[config.mk]
export PLATFORM = sky130hd
export DESIGN_NAME = con_cmd_bridge
export DESIGN_NICKNAME = d
export VERILOG_FILES = /design/src/rtl/con_cmd_bridge_pkg.sv /design/src/rtl/con_cmd_bridge.sv
export SDC_FILE = /design/constraint.sdc
export NUM_CORES = 1
export LEC_CHECK = 0
export CORE_MARGIN = 2
export CORE_UTILIZATION = 50
export DETAILED_ROUTE_END_ITERATION = 8
export GPL_ROUTABILITY_DRIVEN = 0
export HOLD_SLACK_MARGIN = 0.08
export PLACE_DENSITY_LB_ADDON = 0.05
export SYNTH_ARGS = -nofsm -noshare
export SYNTH_HDL_FRONTEND = slang
export SYNTH_SLANG_ARGS = --single-unit
[constraint.sdc]
create_clock -name con_clk -period 2.9 [get_ports con_clk]
set_input_delay 0.58 -clock con_clk [delete_from_list [all_inputs] [get_ports con_clk]]
set_output_delay 0.58 -clock con_clk [all_outputs]
set_load 0.01 [all_outputs]
[src/rtl/con_cmd_bridge_pkg.sv]
// Shared constants for the controller-port command bridge: memory geometry,
// opcodes, response bytes and FSM state encoding.
package con_cmd_bridge_pkg;

  localparam int DATAMEM_BITS  = 12;
  localparam int DATAMEM_WIDTH = 32;

  localparam logic [3:0] CMD_WRITE = 4'h1;
  localparam logic [3:0] CMD_READ  = 4'h2;

  localparam logic [7:0] RSP_ACK = 8'hA5;
  localparam logic [7:0] RSP_NAK = 8'hEE;

  typedef enum logic [3:0] {
    ST_IDLE,
    ST_ADDR_HI,
    ST_ADDR_LO,
    ST_DATA,
    ST_WR,
    ST_RD_REQ,
    ST_RD_WAIT,
    ST_TX,
    ST_ACK,
    ST_NAK
  } state_t;

  // A word address is legal only if every bit above the memory depth is zero.
  function automatic logic addr_ok(input logic [15:0] a);
    return ~|a[15:DATAMEM_BITS];
  endfunction

endpackage

[src/rtl/con_cmd_bridge.sv]
// Parses write/read commands from an rx byte stream into datamem controller-port
// accesses and returns ACK/NAK or 4 read-data bytes (LSB first) on the tx stream.
module con_cmd_bridge
  import con_cmd_bridge_pkg::*;
#(
  parameter int TIMEOUT = 100000,
  parameter int RD_LAT  = 1
) (
  input  logic                     con_clk,
  input  logic                     nrst,
  input  logic                     rx_valid,
  input  logic [7:0]               rx_data,
  output logic                     rx_ready,
  output logic                     tx_valid,
  output logic [7:0]               tx_data,
  input  logic                     tx_ready,
  output logic [3:0]               con_write,
  output logic [DATAMEM_BITS-1:0]  con_addr,
  output logic [DATAMEM_WIDTH-1:0] con_in,
  input  logic [DATAMEM_WIDTH-1:0] con_out,
  output logic                     busy,
  output logic                     err
);

  localparam int TW = $clog2(TIMEOUT + 1);
  localparam int RW = $clog2(RD_LAT + 1);

  state_t                   state, state_nxt;
  logic                     run;
  logic                     is_write;
  logic [3:0]               mask;
  logic [15:0]              addr;
  logic [DATAMEM_WIDTH-1:0] wdata;
  logic [DATAMEM_WIDTH-1:0] shreg;
  logic [1:0]               bcnt;
  logic [TW-1:0]            tcnt;
  logic [RW-1:0]            rcnt;
  logic                     rx_phase, rx_fire, tx_fire, tmo, rd_latch;

  // run keeps rx_ready low while nrst is asserted and for the first edge after.
  assign rx_phase  = (state == ST_ADDR_HI) || (state == ST_ADDR_LO) || (state == ST_DATA);
  assign rx_ready  = run && ((state == ST_IDLE) || rx_phase);
  assign rx_fire   = rx_valid && rx_ready;
  assign tx_valid  = (state == ST_TX) || (state == ST_ACK) || (state == ST_NAK);
  assign tx_fire   = tx_valid && tx_ready;
  assign tmo       = rx_phase && !rx_fire && (tcnt == TW'(TIMEOUT - 1));
  assign rd_latch  = (state == ST_RD_WAIT) && (rcnt == RW'(RD_LAT - 1));
  assign con_write = (state == ST_WR) ? mask : 4'h0;
  assign con_addr  = addr[DATAMEM_BITS-1:0];
  assign con_in    = wdata;
  assign busy      = (state != ST_IDLE);

  always_comb begin
    tx_data = 8'h00;
    case (state)
      ST_TX:   tx_data = shreg[7:0];
      ST_ACK:  tx_data = RSP_ACK;
      ST_NAK:  tx_data = RSP_NAK;
      default: tx_data = 8'h00;
    endcase
  end

  always_comb begin
    state_nxt = state;
    err       = 1'b0;
    if (tmo) begin
      state_nxt = ST_IDLE;
      err       = 1'b1;
    end else begin
      case (state)
        ST_IDLE:
          if (rx_fire) begin
            if (rx_data[7:4] == CMD_WRITE || rx_data[7:4] == CMD_READ) begin
              state_nxt = ST_ADDR_HI;
            end else begin
              state_nxt = ST_NAK;
              err       = 1'b1;
            end
          end
        ST_ADDR_HI:
          if (rx_fire) state_nxt = ST_ADDR_LO;
        ST_ADDR_LO:
          if (rx_fire) begin
            if (is_write) begin
              state_nxt = ST_DATA;
            end else if (addr_ok({addr[15:8], rx_data})) begin
              state_nxt = ST_RD_REQ;
            end else begin
              state_nxt = ST_NAK;
              err       = 1'b1;
            end
          end
        ST_DATA:
          if (rx_fire && bcnt == 2'd3) begin
            if (addr_ok(addr)) begin
              state_nxt = ST_WR;
            end else begin
              state_nxt = ST_NAK;
              err       = 1'b1;
            end
          end
        ST_WR:      state_nxt = ST_ACK;
        ST_RD_REQ:  state_nxt = ST_RD_WAIT;
        ST_RD_WAIT: if (rd_latch) state_nxt = ST_TX;
        ST_TX:      if (tx_fire && bcnt == 2'd3) state_nxt = ST_IDLE;
        ST_ACK:     if (tx_fire) state_nxt = ST_IDLE;
        ST_NAK:     if (tx_fire) state_nxt = ST_IDLE;
        default:    state_nxt = ST_IDLE;
      endcase
    end
  end

  always_ff @(posedge con_clk or negedge nrst) begin
    if (!nrst) begin
      state    <= ST_IDLE;
      run      <= 1'b0;
      is_write <= 1'b0;
      mask     <= 4'h0;
      addr     <= 16'h0000;
      wdata    <= '0;
      shreg    <= '0;
      bcnt     <= 2'd0;
      tcnt     <= '0;
      rcnt     <= '0;
    end else begin
      state <= state_nxt;
      run   <= 1'b1;

      // Inter-byte timer: only counts while a command is half-received.
      if (rx_phase && !rx_fire && !tmo) tcnt <= tcnt + 1'b1;
      else                               tcnt <= '0;

      if (state == ST_RD_WAIT) rcnt <= rcnt + 1'b1;
      else                     rcnt <= '0;

      if (state == ST_IDLE) begin
        bcnt <= 2'd0;
        if (rx_fire) begin
          is_write <= (rx_data[7:4] == CMD_WRITE);
          mask     <= rx_data[3:0];
        end
      end

      if (state == ST_ADDR_HI && rx_fire) addr[15:8] <= rx_data;
      if (state == ST_ADDR_LO && rx_fire) addr[7:0]  <= rx_data;

      if (state == ST_DATA && rx_fire) begin
        wdata[{bcnt, 3'b000} +: 8] <= rx_data;
        bcnt                      <= bcnt + 2'd1;
      end

      if (rd_latch) begin
        shreg <= con_out;
      end else if (state == ST_TX && tx_fire) begin
        shreg <= shreg >> 8;
        bcnt  <= bcnt + 2'd1;
      end
    end
  end

endmodule

## Yosys cells after proc, flatten, opt, wreduce, memory -nomap -nowiden

Cells that the tools add are included.

| operators by class | value |
|---|---|
| multiply operators | 0 |
| muxes and demuxes | 32 |
| div/mod/pow operators | 0 |
| $lt $le $gt $ge | 0 |
| eq/ne operators | 20 |
| $add $sub $neg | 4 |
| bitwise operators | 1 |
| reductions and logical operators | 28 |
| shifts and indexed selects | 2 |

Operators by type and width:

| cell | count |
|---|---|
| $mux 32 | 2 |
| $mux 4 | 13 |
| $pmux 4 s9 | 1 |
| $bwmux 32 | 1 |
| $shift 8x7->32 const A | 1 |
| $shiftx 8x7->32 | 1 |
| $pmux 8 s3 | 1 |
| $add 17x1->17 const B | 1 |
| $eq 17x17->1 const B | 1 |
| $mux 17 | 1 |
| $eq 4x3->1 const B | 4 |
| $ne 3x3->1 const B | 5 |
| $logic_and 1x1->1 | 13 |
| $eq 4x2->1 const B | 3 |
| $eq 4x1->1 const B | 2 |
| $eq 4x4->1 const B | 2 |
| $mux 1 | 8 |
| $mux 2 | 4 |
| $neg 5->7 | 1 |
| $reduce_and 7->1 | 1 |
| $logic_or 1x1->1 | 6 |
| $logic_not 4->1 | 1 |
| $reduce_bool 4->1 | 1 |
| $reduce_or 4->1 | 1 |
| other kinds (11) | 12 |

| storage, ports and cells | value |
|---|---|
| bits in registers | 110 |
| RAM bits | 0 |
| output and inout bits | 60 |
| memories kept | 0 |
| latch bits | 0 |
| ROM bits | 0 |

## Longest topological paths before layout

| depth | value |
|---|---|
| depth in word-level cells | 12 |
| mapped depth | 7 |
| gate-level depth less buffers | 5 |

## Least setup slack after synthesis

OpenSTA, ideal clock, no wires.

| path | value |
|---|---|
| path kind | flip-flop to output port |
| start | reg tcnt[12] |
| end | out err |
| path buffers | 0 |
| arrival time | 1.789 ns |
| cell stages (with the launch flop) | 5 |
| setup slack | 0.531 ns |
| cells stage by stage | dfrtp_1 -> or4b_1 -> or4_4 -> or2_1 -> nand3_1 |

| on the way | value |
|---|---|
| cells in the longest elaborated chain, start to end | 3 |

Ends and longest elaborated chain:

| element | RTL line | text |
|---|---|---|
| from (decl) | con_cmd_bridge.sv:36 | `logic [TW-1:0] tcnt;` |
| from (signal assigned) | con_cmd_bridge.sv:130 | `if (rx_phase && !rx_fire && !tmo) tcnt <= tcnt + 1'b1;` |
| $eq 17x17->1 | con_cmd_bridge.sv:46 | `assign tmo = rx_phase && !rx_fire && (tcnt == TW'(TIMEOUT - 1));` |
| $logic_and 1x1->1 | con_cmd_bridge.sv:46 |  |
| $mux 1 | con_cmd_bridge.sv:66 | `if (tmo) begin` |
| to (decl) | con_cmd_bridge.sv:22 | `output logic err` |

Every way passes these cells.

## Worst setup path after layout

| path | value |
|---|---|
| start | reg tcnt[14] |
| end | out err |

The elaborated chain is that of the path after synthesis.

==> results.md <==
* Fin crit share at between 90% and 100%
* CTS Buffer Depth at 2
* Crit start category: flip-flop
* Lkg Pwr at 2.889 nW
* Pre-antenna DRT Iters at 6
* NumNets Final at roughly 670
* Total I/O pin count at between 100 and 150
* Initial antenna violation count at 0
* First-pass GRT wire length at between 15000 and 20000 um
* Synth Instances at 517
* Clk pin slew, worst setup/hold paths at 0.11 ns
* Synth warn at 0
* Worst Path Required at 2.32 ns
* PortBufs at between 100 and 150
* RSZ-0062 raised after global routing: yes
* Max Clk Rate at 354.8 MHz
* Hold_buf cts at 0
* Area contributors post-synth: dfrtp_1, o21ai_0, inv_1
* Finish-stage setup viols at 0
* # DRC at 0
* Total track usage at roughly a fifth
* Pin count of the biggest net entering global routing at 48
* Clk sinks at 110
* Crit Path Max Fanout at 2
* Die Y at between 100 and 150 um
* Total Neg Setup Slack at 0 ns
* Syn_nets at ~570
* Met2 routed WL at approximately 5400 um
* Slew HR at between 40% and 50%
* Layout cells sized above 1 at 11.38%
* Top layer in use: met4
* Ys async rst share at 100.0%
* Ys flop type: dfrtp_1
* DR vias at approximately 4.1k
* Data arrival, critical path at about 2.2 ns
* Vias/cell at ~5.3
* Vias in the first global route at approximately 3.9k
* H-Tree Depth at 3
* PD cells at approximately 900 nW/um2
* Cell taking the most area after synthesis: dfrtp_1
* Final hold violation count at 0
* Synth cell types at between 50 and 60
* WL/cell at 14.91 um
* Area growth, synth to finish at 27.36%
* Final Core Density at between 60 and 70%
* Crit. Startpoint: tcnt[14]
* Worst hold path type: in -> async
* Status: finished, final reports clean
* Seq/Total Area, Yosys at a little over half
* Skew-Pair Late Insertion Delay at 0.37 ns
* Initial Util at approximately 51%
* Met3 WL at around 480 um
* Worst vdd ir at 0.3992 mV
* Met1 WL at a little over 5000 um
* Total CTS buffers at 9
* Fin. max-slew vios at 0
* Flops & latches, synth at 110
* Final wirelength at 11330 um
* Congestion Overflow GR at 0
* Setup crit end kind: primary output
* Critical path class: reg -> out
* Max Cap Violations at 0
* Die ar. at 11150 um2
* EDFF count, synth at 0
* Chip width at about 110 um
* Cell Area, Synth at between 5000 and 6000 um2
* Final Critical Period at 2.819 ns
* Reg2reg start: tcnt[14]
* Synth top area share at a little over half
* Root buffer cell: clkbuf_8
* Clock Skew at roughly 0.017 ns
* Detail Route Antenna Nets at 0
* N_diodes at 0
* First DRT Iteration DRCs at about 220
* Worst slew pin tran at between 0.8 and 0.9 ns
* Row cnt at 37
* Core Box Area at roughly 10000 um2
* Post-Syn Area per Cell at 9.978 um2
* CTS tree: done
* DP Wirelength at slightly above 8000 um
## power breakdown
part | leakage [nW] | internal (W) | switching [W]
Combinational | 1.47 | 0.00121 | 0.00106
Sequential | 1.32 | 0.00215 | 0.000413
Clock | 0.0973 | 0.000407 | 0.000513
Total | 2.89 | 0.00377 | 0.00198
## cell usage in the layout, fill, tap and decap left out, types with 3 or more instances in the layout
cell type	count
nor3_1	4
and2_1	4
a21oi_1	6
nand2b_1	7
a22o_1	8
nand4_1	4
mux2_2	20
clkbuf_8	9
clkdlybuf4s50_1	101
nor3b_1	3
inv_1	64
xor2_1	3
and3_1	8
o31ai_1	5
xnor2_1	12
buf_4	26
nand3_1	41
nor4_1	5
o21ai_0	67
a22oi_1	25
ha_1	6
dfrtp_1	109
nand2_1	18
nor2_1	28
## critical path, stage by stage (launching register included)
cell,delay (ns)
dfrtp_1,0.39
or4b_4,0.53
or4_4,0.53
or2_4,0.25
nand3_2,0.09
buf_6,0.10
## cells in the mapped netlist, drive strengths merged, types with 2 or more instances
cell      n
dfrtp   110
o21ai    67
inv      64
nand3    42
nor2     28
a22oi    25
clkbuf   20
mux2     20
buf      18
nand2    18
xnor2    12
a22o      8
and3      8
nand2b    7
a21oi     6
ha        6
nor4      6
o31ai     5
and2      4
nand4     4
nor3      4
nor3b     3
or4       3
xor2      3
a211o     2
nand3b    2
nand4b    2
or2       2
or4b      2
## final timing paths
kind	to	slack, ns	cells after the start
min reg2reg	tcnt[0]	0.49	1
max in group asynchronous	tcnt[13]	1.95	2
min in group con_clk	tcnt[0]	0.49	1
max reg2reg	tcnt[11]	0.57	5
min	addr[9]	0.21	1
max	err	0.08	5
## flip-flops by register name, indices dropped and copies added (netlist names), 2 cells and up
name    count
bcnt        2
tcnt       17
mask        4
con_in     32
addr       16
shreg      32
state       4
## metal layers
layer  global-route usage [%]  vias up
li1                         -     1970
met1                    29.35     1957
met2                    34.88      113
met3                    3.401       18
met4                    7.143        0
met5                        0        -
## through the flow
step | setup WS (ns) | total power [W] | std cells | hold slack (ns) | cell area [um2]
floorplan | 0.5307 | 0.003879 | 517 | 0.2844 | 5159
global placement | -0.1006 | 0.004808 | 742 | 0.4668 | 6342
detailed placement | -0.1464 | 0.004874 | 742 | 0.4806 | 6342
CTS | 0.01070 | 0.005812 | 759 | 0.2142 | 6559
global route | -0.004679 | 0.006181 | 760 | 0.2347 | 6570
finish | 0.08137 | 0.005752 | 760 | 0.2094 | 6570
## what timing repair did
item | CTS | global route
pin swaps | 2 | 3
gates resized for setup | 9 | 1
setup endpoints to repair | 7 | 1
buffers inserted | 1 | 1
## cell type report
cell class	instances	area, um2
clock inverters	6	68.82
multi-input cells	305	1972
flip-flops and latches	110	2754
fillers	860	3615
repair buffers	129	1237
well taps	136	170.2
clock buffers	10	127.6
inverters	64	240.2
## logic make-up (layout without fill, tap and decap cells)
| family | count (synthesis) | in the layout | synth area share, % |
|---|---|---|---|
| XOR/XNOR | 15 | 15 | 2.547 |
| buffers and inverters | 102 | 209 | 8.853 |
| flip-flops | 110 | 110 | 53.36 |
| adder cells (fa/ha/maj) | 6 | 6 | 1.455 |
| multiplexers | 21 | 21 | 4.560 |
| other | 1 | 1 | 0.07269 |
| AO/OA/AOI/OAI | 121 | 121 | 14.48 |
| AND/OR/NAND/NOR | 141 | 141 | 14.67 |
Power figures use the tool's default switching activity.
